### src/rtl/matrix_frame_writer_pkg.sv
`default_nettype none
// ============================================================================
//  Module      : matrix_frame_writer_pkg
//  Description : Shared types for the matrix frame writer. Holds the command
//                opcode encoding, the writer state encoding, the row and
//                column widths, and a row-range helper.
//  Revision    : 1.0 - initial release
// ============================================================================
package matrix_frame_writer_pkg;

   localparam int c_row_w = 8;   // bits per frame row (one bit per pixel)
   localparam int c_x_w   = 3;   // column index width
   localparam int c_adr_w = 8;   // frame-RAM address width

   typedef enum logic [1:0] {
      OP_SET    = 2'b00,
      OP_CLR    = 2'b01,
      OP_TOG    = 2'b10,
      OP_CLRALL = 2'b11
   } op_t;

   typedef enum logic [2:0] {
      IDLE = 3'd0,
      RD   = 3'd1,
      WAIT = 3'd2,
      WR   = 3'd3,
      CLR  = 3'd4
   } state_t;

   // True when y is a frame-RAM address that holds a matrix row.
   function automatic logic y_in_range(input logic [c_adr_w-1:0] y,
                                       input logic [c_adr_w-1:0] lo,
                                       input logic [c_adr_w-1:0] hi);
      return (y >= lo) && (y <= hi);
   endfunction

endpackage
`default_nettype wire

### src/rtl/matrix_frame_writer_if.sv
`default_nettype none
// ============================================================================
//  Module      : matrix_frame_writer_if
//  Description : Command handshake plus frame-RAM port of the frame writer.
//                slave  : the writer (accepts commands, drives the RAM port)
//                master : the environment (issues commands, returns RAM data)
//  Ports       : cmd_valid/cmd_ready/cmd_op/cmd_x/cmd_y, mem_addr/mem_we/
//                mem_wdata/mem_rdata, done/err status pulses
//  Revision    : 1.0 - initial release
// ============================================================================
interface matrix_frame_writer_if;
   import matrix_frame_writer_pkg::*;

   logic                 cmd_valid;
   logic                 cmd_ready;
   logic [1:0]           cmd_op;
   logic [c_x_w-1:0]     cmd_x;
   logic [c_adr_w-1:0]   cmd_y;
   logic [c_adr_w-1:0]   mem_addr;
   logic                 mem_we;
   logic [c_row_w-1:0]   mem_wdata;
   logic [c_row_w-1:0]   mem_rdata;
   logic                 done;
   logic                 err;

   modport master (
      output cmd_valid, cmd_op, cmd_x, cmd_y, mem_rdata,
      input  cmd_ready, mem_addr, mem_we, mem_wdata, done, err
   );

   modport slave (
      input  cmd_valid, cmd_op, cmd_x, cmd_y, mem_rdata,
      output cmd_ready, mem_addr, mem_we, mem_wdata, done, err
   );

endinterface
`default_nettype wire

### src/rtl/matrix_frame_writer_row_modify.sv
`default_nettype none
// ============================================================================
//  Module      : matrix_row_modify
//  Description : Purely combinational row update. Sets, clears or inverts
//                bit i_x of i_row according to i_op. Bit x = 1 means the
//                pixel is lit; any column inversion is done by the scanner.
//  Ports       : i_row (current row), i_x (column), i_op (opcode),
//                o_row (updated row)
//  Revision    : 1.0 - initial release
// ============================================================================
module matrix_row_modify
   import matrix_frame_writer_pkg::*;
(
   input  logic [c_row_w-1:0] i_row,
   input  logic [c_x_w-1:0]   i_x,
   input  op_t                i_op,
   output logic [c_row_w-1:0] o_row
);

   logic [c_row_w-1:0] w_mask;

   always_comb begin
      w_mask = c_row_w'(1) << i_x;
      o_row  = i_row;
      case (i_op)
         OP_SET:    o_row = i_row | w_mask;
         OP_CLR:    o_row = i_row & ~w_mask;
         OP_TOG:    o_row = i_row ^ w_mask;
         OP_CLRALL: o_row = '0;
         default:   o_row = i_row;
      endcase
   end

endmodule
`default_nettype wire

### src/rtl/matrix_frame_writer.sv
`default_nettype none
// ============================================================================
//  Module      : matrix_frame_writer
//  Description : Pixel writer for the LED-matrix frame RAM shared with the
//                scanner. Pixel ops do a read-modify-write of one row
//                (IDLE->RD->WAIT->WR); clear-frame writes 0x00 to every row
//                address ROW_START..ROW_END, one per cycle. All outputs are
//                registered.
//  Ports       : clk, reset (sync, active-high), bus (slave modport:
//                command handshake, RAM port, done/err pulses)
//  Revision    : 1.0 - initial release
// ============================================================================
module matrix_frame_writer
   import matrix_frame_writer_pkg::*;
#(
   parameter int ROW_START = 1,
   parameter int ROW_END   = 8
)(
   input  logic                    clk,
   input  logic                    reset,
   matrix_frame_writer_if.slave    bus
);

   localparam logic [c_adr_w-1:0] c_row_start = c_adr_w'(ROW_START);
   localparam logic [c_adr_w-1:0] c_row_end   = c_adr_w'(ROW_END);

   state_t               r_state;
   op_t                  r_op;
   logic [c_x_w-1:0]     r_x;
   logic [c_adr_w-1:0]   r_addr;    // latched y for pixel ops, counter in CLR
   logic                 r_we;
   logic [c_row_w-1:0]   r_wdata;
   logic                 r_ready;
   logic                 r_done;
   logic                 r_err;

   op_t                  w_cmd_op;
   logic                 w_accept;
   logic [c_row_w-1:0]   w_new_row;
   logic [c_adr_w-1:0]   w_addr_inc;

   assign w_cmd_op   = op_t'(bus.cmd_op);
   assign w_accept   = r_ready && bus.cmd_valid && (r_state == IDLE);
   assign w_addr_inc = r_addr + c_adr_w'(1);

   // mem_rdata during WAIT is the row addressed in RD; the updated row is
   // registered into r_wdata at the WAIT->WR edge.
   matrix_row_modify u_row_modify (
      .i_row (bus.mem_rdata),
      .i_x   (r_x),
      .i_op  (r_op),
      .o_row (w_new_row)
   );

   always_ff @(posedge clk) begin
      if (reset) begin
         r_state <= IDLE;
         r_op    <= OP_SET;
         r_x     <= '0;
         r_addr  <= '0;
         r_we    <= 1'b0;
         r_wdata <= '0;
         r_ready <= 1'b0;
         r_done  <= 1'b0;
         r_err   <= 1'b0;
      end else begin
         r_done <= 1'b0;
         r_err  <= 1'b0;
         case (r_state)
            IDLE: begin
               r_we    <= 1'b0;
               r_ready <= 1'b1;
               if (w_accept) begin
                  r_op <= w_cmd_op;
                  r_x  <= bus.cmd_x;
                  if (w_cmd_op == OP_CLRALL) begin
                     r_state <= CLR;
                     r_ready <= 1'b0;
                     r_addr  <= c_row_start;
                     r_we    <= 1'b1;
                     r_wdata <= '0;
                     r_done  <= (c_row_start == c_row_end);
                  end else if (y_in_range(bus.cmd_y, c_row_start, c_row_end)) begin
                     r_state <= RD;
                     r_ready <= 1'b0;
                     r_addr  <= bus.cmd_y;
                  end else begin
                     // Out-of-range row: no RAM access, mem_addr keeps its
                     // value and the writer stays ready.
                     r_done <= 1'b1;
                     r_err  <= 1'b1;
                  end
               end
            end
            RD: begin
               r_state <= WAIT;
            end
            WAIT: begin
               r_state <= WR;
               r_we    <= 1'b1;
               r_wdata <= w_new_row;
               r_done  <= 1'b1;
            end
            WR: begin
               r_state <= IDLE;
               r_we    <= 1'b0;
               r_ready <= 1'b1;
            end
            CLR: begin
               // Equality stop at ROW_END; ROW_END <= 255 so the counter
               // never needs to wrap.
               if (r_addr == c_row_end) begin
                  r_state <= IDLE;
                  r_we    <= 1'b0;
                  r_ready <= 1'b1;
               end else begin
                  r_addr <= w_addr_inc;
                  r_done <= (w_addr_inc == c_row_end);
               end
            end
            default: begin
               r_state <= IDLE;
               r_we    <= 1'b0;
               r_ready <= 1'b1;
            end
         endcase
      end
   end

   assign bus.cmd_ready = r_ready;
   assign bus.mem_addr  = r_addr;
   assign bus.mem_we    = r_we;
   assign bus.mem_wdata = r_wdata;
   assign bus.done      = r_done;
   assign bus.err       = r_err;

endmodule
`default_nettype wire

### src/flat_wrapper.sv
// flat-port wrapper written by rule: the top's interface ports become plain ports
module matrix_frame_writer_flat import matrix_frame_writer_pkg::*;
#(
   parameter int ROW_START = 1,
   parameter int ROW_END   = 8
)
  (clk, reset, bus_cmd_valid, bus_cmd_op, bus_cmd_x, bus_cmd_y, bus_mem_rdata, bus_cmd_ready, bus_mem_addr, bus_mem_we, bus_mem_wdata, bus_done, bus_err);
  matrix_frame_writer_if bus_i ();
  input  logic clk;
  input  logic reset;
  input wire logic [$bits(bus_i.cmd_valid)-1:0] bus_cmd_valid;
  input wire logic [$bits(bus_i.cmd_op)-1:0] bus_cmd_op;
  input wire logic [$bits(bus_i.cmd_x)-1:0] bus_cmd_x;
  input wire logic [$bits(bus_i.cmd_y)-1:0] bus_cmd_y;
  input wire logic [$bits(bus_i.mem_rdata)-1:0] bus_mem_rdata;
  output wire logic [$bits(bus_i.cmd_ready)-1:0] bus_cmd_ready;
  output wire logic [$bits(bus_i.mem_addr)-1:0] bus_mem_addr;
  output wire logic [$bits(bus_i.mem_we)-1:0] bus_mem_we;
  output wire logic [$bits(bus_i.mem_wdata)-1:0] bus_mem_wdata;
  output wire logic [$bits(bus_i.done)-1:0] bus_done;
  output wire logic [$bits(bus_i.err)-1:0] bus_err;
  assign bus_i.cmd_valid = bus_cmd_valid;
  assign bus_i.cmd_op = bus_cmd_op;
  assign bus_i.cmd_x = bus_cmd_x;
  assign bus_i.cmd_y = bus_cmd_y;
  assign bus_i.mem_rdata = bus_mem_rdata;
  assign bus_cmd_ready = bus_i.cmd_ready;
  assign bus_mem_addr = bus_i.mem_addr;
  assign bus_mem_we = bus_i.mem_we;
  assign bus_mem_wdata = bus_i.mem_wdata;
  assign bus_done = bus_i.done;
  assign bus_err = bus_i.err;
  matrix_frame_writer #(.ROW_START(ROW_START), .ROW_END(ROW_END)) u_core (.clk(clk), .reset(reset), .bus(bus_i));
endmodule
### config.mk
export PLATFORM = sky130hd
export DESIGN_NAME = matrix_frame_writer_flat
export DESIGN_NICKNAME = d
export VERILOG_FILES = /design/src/rtl/matrix_frame_writer_pkg.sv /design/src/rtl/matrix_frame_writer_if.sv /design/src/rtl/matrix_frame_writer_row_modify.sv /design/src/rtl/matrix_frame_writer.sv /design/src/flat_wrapper.sv
export SDC_FILE = /design/constraint.sdc
export NUM_CORES = 1
export LEC_CHECK = 0
export BUFFER_PORTS_ARGS = -buffer_cell sky130_fd_sc_hd__buf_2
export CAP_MARGIN = 20
export CORE_UTILIZATION = 40
export CTS_CLUSTER_DIAMETER = 60
export DETAILED_ROUTE_END_ITERATION = 10
export PLACE_DENSITY = 0.63
export SLEW_MARGIN = 20
export SYNTH_ARGS = -nofsm -noshare
export SYNTH_HDL_FRONTEND = slang
export SYNTH_SLANG_ARGS = --single-unit
### constraint.sdc
create_clock -name clk -period 2 [get_ports clk]
set_input_delay 0.1 -clock clk [delete_from_list [all_inputs] [get_ports clk]]
set_output_delay 0.1 -clock clk [all_outputs]
set_load 0.02 [all_outputs]
# Yosys cells after proc, flatten, opt, wreduce, memory -nomap -nowiden
# Index checks and enable logic that the tools add are counted.
dict set report word_totals {
  regBits 28
  input_bits 24
  word_cells 75
}
dict set report op_classes {
  n_addsub 1
  magnitude_cmp 2
  n_eq_ne 14
  n_shift 1
  mux 26
  bitwise 7
  reduce_logical 15
}
# cell count
set op_table {}
lappend op_table {{$mux 8} 6}
lappend op_table {{$pmux 8 s2} 2}
lappend op_table {{$pmux 8 s4} 1}
lappend op_table {{$eq 8x4->1 const B} 2}
lappend op_table {{$mux 3} 4}
lappend op_table {{$pmux 3 s4} 1}
lappend op_table {{$mux 1} 9}
lappend op_table {{$add 8x1->8 const B} 1}
lappend op_table {{$and 8x8->8} 1}
lappend op_table {{$ge 8x1->1 const B} 1}
lappend op_table {{$le 8x4->1 const B} 1}
lappend op_table {{$not 8->8} 1}
lappend op_table {{$or 8x8->8} 1}
lappend op_table {{$shl 1x3->8 const A} 1}
lappend op_table {{$xor 8x8->8} 1}
lappend op_table {{$eq 2x2->1 const B} 3}
lappend op_table {{$pmux 1 s3} 2}
lappend op_table {{$reduce_and 2->1} 3}
lappend op_table {{$reduce_and 3->1} 2}
lappend op_table {{$ne 2x1->1 const B} 2}
lappend op_table {{$ne 2x2->1 const B} 2}
lappend op_table {{$pmux 1 s4} 1}
lappend op_table {{$reduce_and 4->1} 1}
lappend op_table {{$reduce_bool 2->1} 2}
lappend op_table {{other kinds (10)} 15}

# Depth between registers and ports, before layout
# Gate-level depths: netlist (run 1).
dict set report depth {
  ltp_word 6
  mapped_depth 8
}

# Hierarchy
# From an unflattened synthesis (run 1), not the netlist that was laid out.
dict set report unflattened {
  cells_unflattened 232
  hier_area_um2 2128.3
}
# mod n_inst cells_each area_each_um2 seq_area_each_um2
set modules_own_cells {}
lappend modules_own_cells {matrix_frame_writer 1 162 1477.7 560.5}
lappend modules_own_cells {matrix_row_modify 1 70 650.6 0.0}

# Worst setup path before layout (run 1)
# Ideal clock, no wire load.
dict set report synth_path {
  path_type {register -> register}
  start {reg u_core.r_x[1]}
  end {reg u_core.r_wdata[2], in the netlist u_core.bus.mem_wdata[2]}
  setup_time_ns 0.132
  t_arrival_ns 1.614
  required_time_ns 1.868
  slack_ns 0.254
  stages_incl_launch_ff 8
  synth_period_minus_slack_ns 1.746
  path_cell_list {dfxtp_1 clkbuf_1 or3b_2 ha_1 nor2b_1 nor3_1 o21ai_0 a21oi_1}
}
dict set report synth_between {
  elab_chain_cells 5
  elab_cells_between_ends 7
}
# element line
set synth_lines {}
lappend synth_lines {{start, declared} matrix_frame_writer.sv:29} ;# logic [c_x_w-1:0] r_x;
lappend synth_lines {{start signal, assigned} matrix_frame_writer.sv:75} ;# r_x <= bus.cmd_x;
lappend synth_lines {{$shl 1x3->8 *} matrix_frame_writer_row_modify.sv:23} ;# w_mask = c_row_w'(1) << i_x;
lappend synth_lines {{$not 8->8} matrix_frame_writer_row_modify.sv:27} ;# OP_CLR: o_row = i_row & ~w_mask;
lappend synth_lines {{$and 8x8->8} matrix_frame_writer_row_modify.sv:27}
lappend synth_lines {{$pmux 8 s4 *} matrix_frame_writer_row_modify.sv:25} ;# case (i_op)
lappend synth_lines {{$pmux 8 s2 *} matrix_frame_writer.sv:69} ;# case (r_state)
lappend synth_lines {{end signal, assigned} matrix_frame_writer.sv:101} ;# r_wdata <= w_new_row;
lappend synth_lines {{end, declared} matrix_frame_writer.sv:32} ;# logic [c_row_w-1:0] r_wdata;
# Mark *: on every way between the ends. The rest lies on a longest branch, timed or not.
# A chain may end at the register's enable or synchronous reset.

# Worst setup path after layout (run 1)
dict set report layout_path {
  start {reg u_core.r_x[0]}
  end {reg u_core.r_wdata[1], in the netlist u_core.bus.mem_wdata[1]}
}
# Same word-level chain as after synthesis.

==> out/summary.txt, run 1 <==
Syn Std Cell Area: 1910 um2
adder-cell share of the synthesized area: 11.8%
crit path max fanout: 9
GR met1 Demand/Resource: 26.1%
initial core utilization: 42.8%
Post-synth EDFFs: 0
post-cts sizing count: 0
Worst Setup End Kind: flop
post-layout power: 1230 uW
most common library cells after synthesis: nand2_1, dfxtp_1, a21oi_1
Design Area, Final: 2260 um2
slowest CP cell: or3b_2
Vias/cell: 5.19
Pleak: 0.000997 uW
die area: 5060 um2
DRT antenna net count: 0
routed vias: 1771
Synth Area in Simple Gates: 31.7%
Critical Path RT: 2160 ps
overall routing resource usage: 18.1%
buffers and inverters on the worst path: 0
dominant cells by area after synthesis: dfxtp_1, ha_1, nand2_1, a21oi_1, nor2b_1
TritonCTS clock tree: built
Seq/Total Area, Yosys: 29.3%
Syn Area/Cell: 7.75 um2
NumNets Final: 332
final hold violations: 0
final WL: 4.43 mm
Synth Flop Type: dfxtp_1
Hold Path Class: input port to flop
largest net degree at the start of global routing: 25
met3 Track Usage GR: 1.71%
GP Congestion: 0.807
core area: 4470 um2
final setup TNS: 0 ps
clock latency on the worst-skew pair: 270 ps
Chip Height: 71.2 um
Die X-Extent: 71.2 um
H-tree depth: 1
Root Buffer Master: clkbuf_8
Routed WL per cell: 13.0 um
Initial DRC Count: 92
Worst R2R Start: u_core.r_x[0]
DR pass1 iterations: 6
grt met2 use: 29.5%
yosys warns: 0
unrepaired setup endpoints after global routing: no
initial antenna violation count: 0
clk sinks: 28
XOR/XNOR Fraction of Synth Area: 0.916%
final setup vio count: 0
most numerous cell in the Yosys netlist: nand2_1
post-synth cell types: 48
hold slack: 56.1 ps
minimum clock period: 1740 ps
Rel. slew slack: 67.3%
Seq cells post-synth: 28
area grow syn2layout: 18.2%
dpl cell area: 2210 um2
CP arrival: 1900 ps
row cnt: 24
diodes inserted: 0
VDD IR max: 286 uV
total CTS buffers: 3
asr flop ratio synth: 0%
max-cap violations: 0
fraction of layout cells with a size suffix above 1: 22.8%
crit path kind: flop to flop
skew final: 4.34 ps
slowest cell delay on critical path: 490 ps
CP Cell Sequence: or3b_2, ha_1, nor2b_1, nor3_1, o21ai_0, a21oi_1
Crit path max-delay family: simple AND/OR/NAND/NOR gates
Clock Path Buffers: 2
CP startpoint kind: flop
Setup crit start: u_core.r_x[0]
I/O pin count: 44
Tcrit/Tclk final: 87.2%
Synth top area share: 29.3%
HPWL after detailed placement: 3.21 mm
Clock transition at path regs: 100 ps
placed cells: 337
number of I/O port buffers: 43
vias in the first global route: 1567
grt total ovfl: 0
Slew Viols, Final: 0
Slew @ Worst Pin: 489 ps
Mapped Nets: 289
global route hottest layer: met2
Pwr Density: 544 nW/um2
mux share of post-synthesis cell area: 2.09%
Final Non-Filler Cells: 341
Synth Instances: 247
area leader, netlist: dfxtp_1
HP Start: bus_cmd_x[0]
post-synthesis compound-gate area fraction: 18.8%
fmax: 0.573 GHz
status: complete, no violations
Residual DRC: 0
first-pass GRT wire length: 7.43 mm
Post-CTS Setup Bufs: 0
Post-CTS Hold Buffers: 0
largest family of logic cells by synthesized area: simple AND/OR/NAND/NOR gates
[power breakdown]
part	switching, uW	internal (uW)
Combinational	148	115
Clock	182	176
Sequential	28.2	582
Total	358	873
[state kept, by name, summed over array words and instances, names as in the netlist]
| register | cells |
|---|---|
| u_core.bus.mem_wdata | 8 |
| u_core.r_op | 2 |
| u_core.bus.err | 1 |
| u_core.bus.mem_we | 1 |
| u_core.r_state | 3 |
| u_core.bus.cmd_ready | 1 |
| u_core.r_x | 3 |
| u_core.bus.mem_addr | 8 |
| u_core.bus.done | 1 |
[layout make-up]
| type | instances | area, um2 |
|---|---|---|
| fillers | 454 | 2210 |
| clock buffers | 4 | 55.1 |
| repair buffers | 53 | 290 |
| multi-input cells | 193 | 1250 |
| flip-flops and latches | 28 | 561 |
| inverters | 11 | 41.3 |
| well taps | 52 | 65.1 |
[logic make-up (layout without fill, tap and decap cells)]
group                    count (synthesis)  count (layout)
adder cells (fa/ha/maj)                 18              18
XOR/XNOR                                 2               2
AND/OR/NAND/NOR                        112             112
flip-flops                              28              28
AO/OA/AOI/OAI                           57              57
buffers and inverters                   26              68
multiplexers                             4               4
[layout by cell type, fill, tap and decap left out, drive strengths merged, types with 3 or more instances in the layout]
cell type and instances:
a21oi 19, a31oi 5, nor2 6, mux2i 4, or3b 3, dfxtp 28, nor3 12, and3 5
ha 18, nor2b 15, o21ai 13, buf 53, nand2 36, nand3 8, and2 13, clkbuf 4
a311oi 3, nand3b 3, inv 10
[worst paths after layout]
path                                   to  slack, ps  depth (start not counted)
setup / recovery  u_core.bus.mem_wdata[1]        260                          6
hold / removal              u_core.r_x[0]         60                          3
setup reg to reg  u_core.bus.mem_wdata[1]        260                          6
hold reg to reg   u_core.bus.mem_wdata[0]        460                          2
[layer usage]
metal | share of wire [%] | up-vias | wire length (um)
met5 | 0 | - | 0
met3 | 2.8 | 2 | 123
li1 | - | 950 | -
met1 | 53 | 784 | 2330
met4 | 0.50 | 0 | 22
met2 | 44 | 35 | 1950
[worst min-delay path: stages]
cell	delay [ps]
buf_2	90
nand2_1	40
a21oi_1	50
[stage by stage]
stage	setup slack, ps	util (%)
detailed placement	276	49.3
floorplan	254	-
CTS	268	50.5
finish	256	50.5
global route	123	50.5
global placement	308	49.3
Note: power is estimated with default switching activity, not from simulation.
==> run 2, diff against run 1 <==
Settings changed: CORE_UTILIZATION 40 to 50, PLACE_DENSITY 0.63 to 0.76.
==> run 2 against run 1 <==
Maximum frequency fell by 0.72%. Power rose by 7.3%. Final area rose by 0.17%. Clock skew barely moved. Die area fell by 19%. Sequential cell count did not move. Global-route usage rose by 4.5 points. Wire length fell by 3.9%. Sequential power barely moved. Sequential share of layout area barely moved. Utilization rose by 11 points. Worst setup slack got worse by 13 ps. Highest routed layer unchanged.
==> out/summary.txt, run 2 (synthesized netlist as in run 1, its figures left out) <==
grt met2 use: 37.5%
status: complete, no violations
Slew Viols, Final: 0
DRT antenna net count: 0
Die X-Extent: 63.9 um
HPWL after detailed placement: 3.11 mm
Rel. slew slack: 66.5%
Root Buffer Master: clkbuf_8
post-layout power: 1320 uW
minimum clock period: 1760 ps
post-cts sizing count: 0
clk sinks: 28
number of I/O port buffers: 43
crit path kind: flop to flop
Residual DRC: 0
Worst Setup End Kind: flop
fmax: 0.569 GHz
initial antenna violation count: 0
first-pass GRT wire length: 7.46 mm
area grow syn2layout: 18.4%
GP Congestion: 0.794
final worst setup slack: 243 ps
core area: 3660 um2
final hold violations: 0
dpl ws: 265 ps
final setup vio count: 0
initial core utilization: 52.3%
TritonCTS clock tree: built
Post-CTS Hold Buffers: 0
CP arrival: 1920 ps
unrepaired setup endpoints after global routing: no
Routed WL per cell: 12.7 um
crit path max fanout: 9
grt total ovfl: 0
Post-CTS Setup Bufs: 0
largest net degree at the start of global routing: 25
NumNets Final: 331
GR met1 Demand/Resource: 30.6%
Core Util, Final: 61.9%
Vias/cell: 5.49
row cnt: 22
routed vias: 1843
commonest non-fill, non-tap cell in the layout: buf_2
CP startpoint kind: flop
dpl cell area: 2190 um2
I/O pin count: 44
H-tree depth: 1
Critical Path RT: 2160 ps
total CTS buffers: 3
die area: 4080 um2
Fill cells: 347
met3 Track Usage GR: 2.68%
skew final: 3.90 ps
overall routing resource usage: 22.6%
clock latency on the worst-skew pair: 270 ps
Pleak: 0.000998 uW
Clock transition at path regs: 100 ps
global route hottest layer: met2
Chip Height: 63.9 um
final setup TNS: 0 ps
DR pass1 iterations: 4
Clock Path Buffers: 2
Design Area, Final: 2260 um2
max-cap violations: 0
final WL: 4.26 mm
Hold Path Class: input port to flop
most frequent cells in the layout: buf_2, nand2_1, dfxtp_1
diodes inserted: 0
VDD IR max: 393 uV
Pwr Density: 583 nW/um2
Initial DRC Count: 80
Tcrit/Tclk final: 87.8%
fraction of layout cells with a size suffix above 1: 22.6%
Slew @ Worst Pin: 502 ps
vias in the first global route: 1723
==> run 2: area by class of cell <==
class                           instances  area (um2)  share of cell area [%]
Clock buffer                            3        41.3                    1.82
Multi-Input combinational cell        193        1250                    55.1
Timing Repair Buffer                   52         283                    12.5
Inverter                               11        41.3                    1.82
Clock inverter                          1        30.0                    1.33
Sequential cell                        28         561                    24.8
Tap cell                               48        60.1                    2.65
==> run 2: worst max-delay path, cell delays in order, from the launching register on <==
cell,delay [ps]
dfxtp_1,460
or3b_2,490
ha_1,290
nor2b_1,110
nor3_1,50
o21ai_0,160
a21oi_1,80
==> run 2: power by group <==
part / internal (uW) / switching [uW]
sequential: 582 / 30.2
clock: 268 / 180
combinational: 117 / 145
==> run 2: metrics by stage <==
stage                     instances  hold WS, ps
after floorplan                 247          236
after global placement          332          351
after detailed placement        332          349
after CTS                       336         49.7
after global routing            336         65.1
final                           336         55.4
==> run 2: routing by layer <==
layer | vias to the layer above | routed length, um
li1 | 945 | -
met1 | 840 | 2120
met2 | 54 | 1910
met3 | 4 | 195
met4 | 0 | 36
met5 | - | 0
==> run 2: path summary, 6_finish.rpt <==
kind	start	endpoint	slack [ps]	cells past startpoint
max	u_core.r_x[1]	u_core.bus.mem_wdata[2]	240	6
min	bus_cmd_x[2]	u_core.r_x[2]	60	3
max reg2reg	u_core.r_x[1]	u_core.bus.mem_wdata[2]	240	6
min reg2reg	u_core.bus.mem_wdata[6]	u_core.bus.mem_wdata[6]	460	2
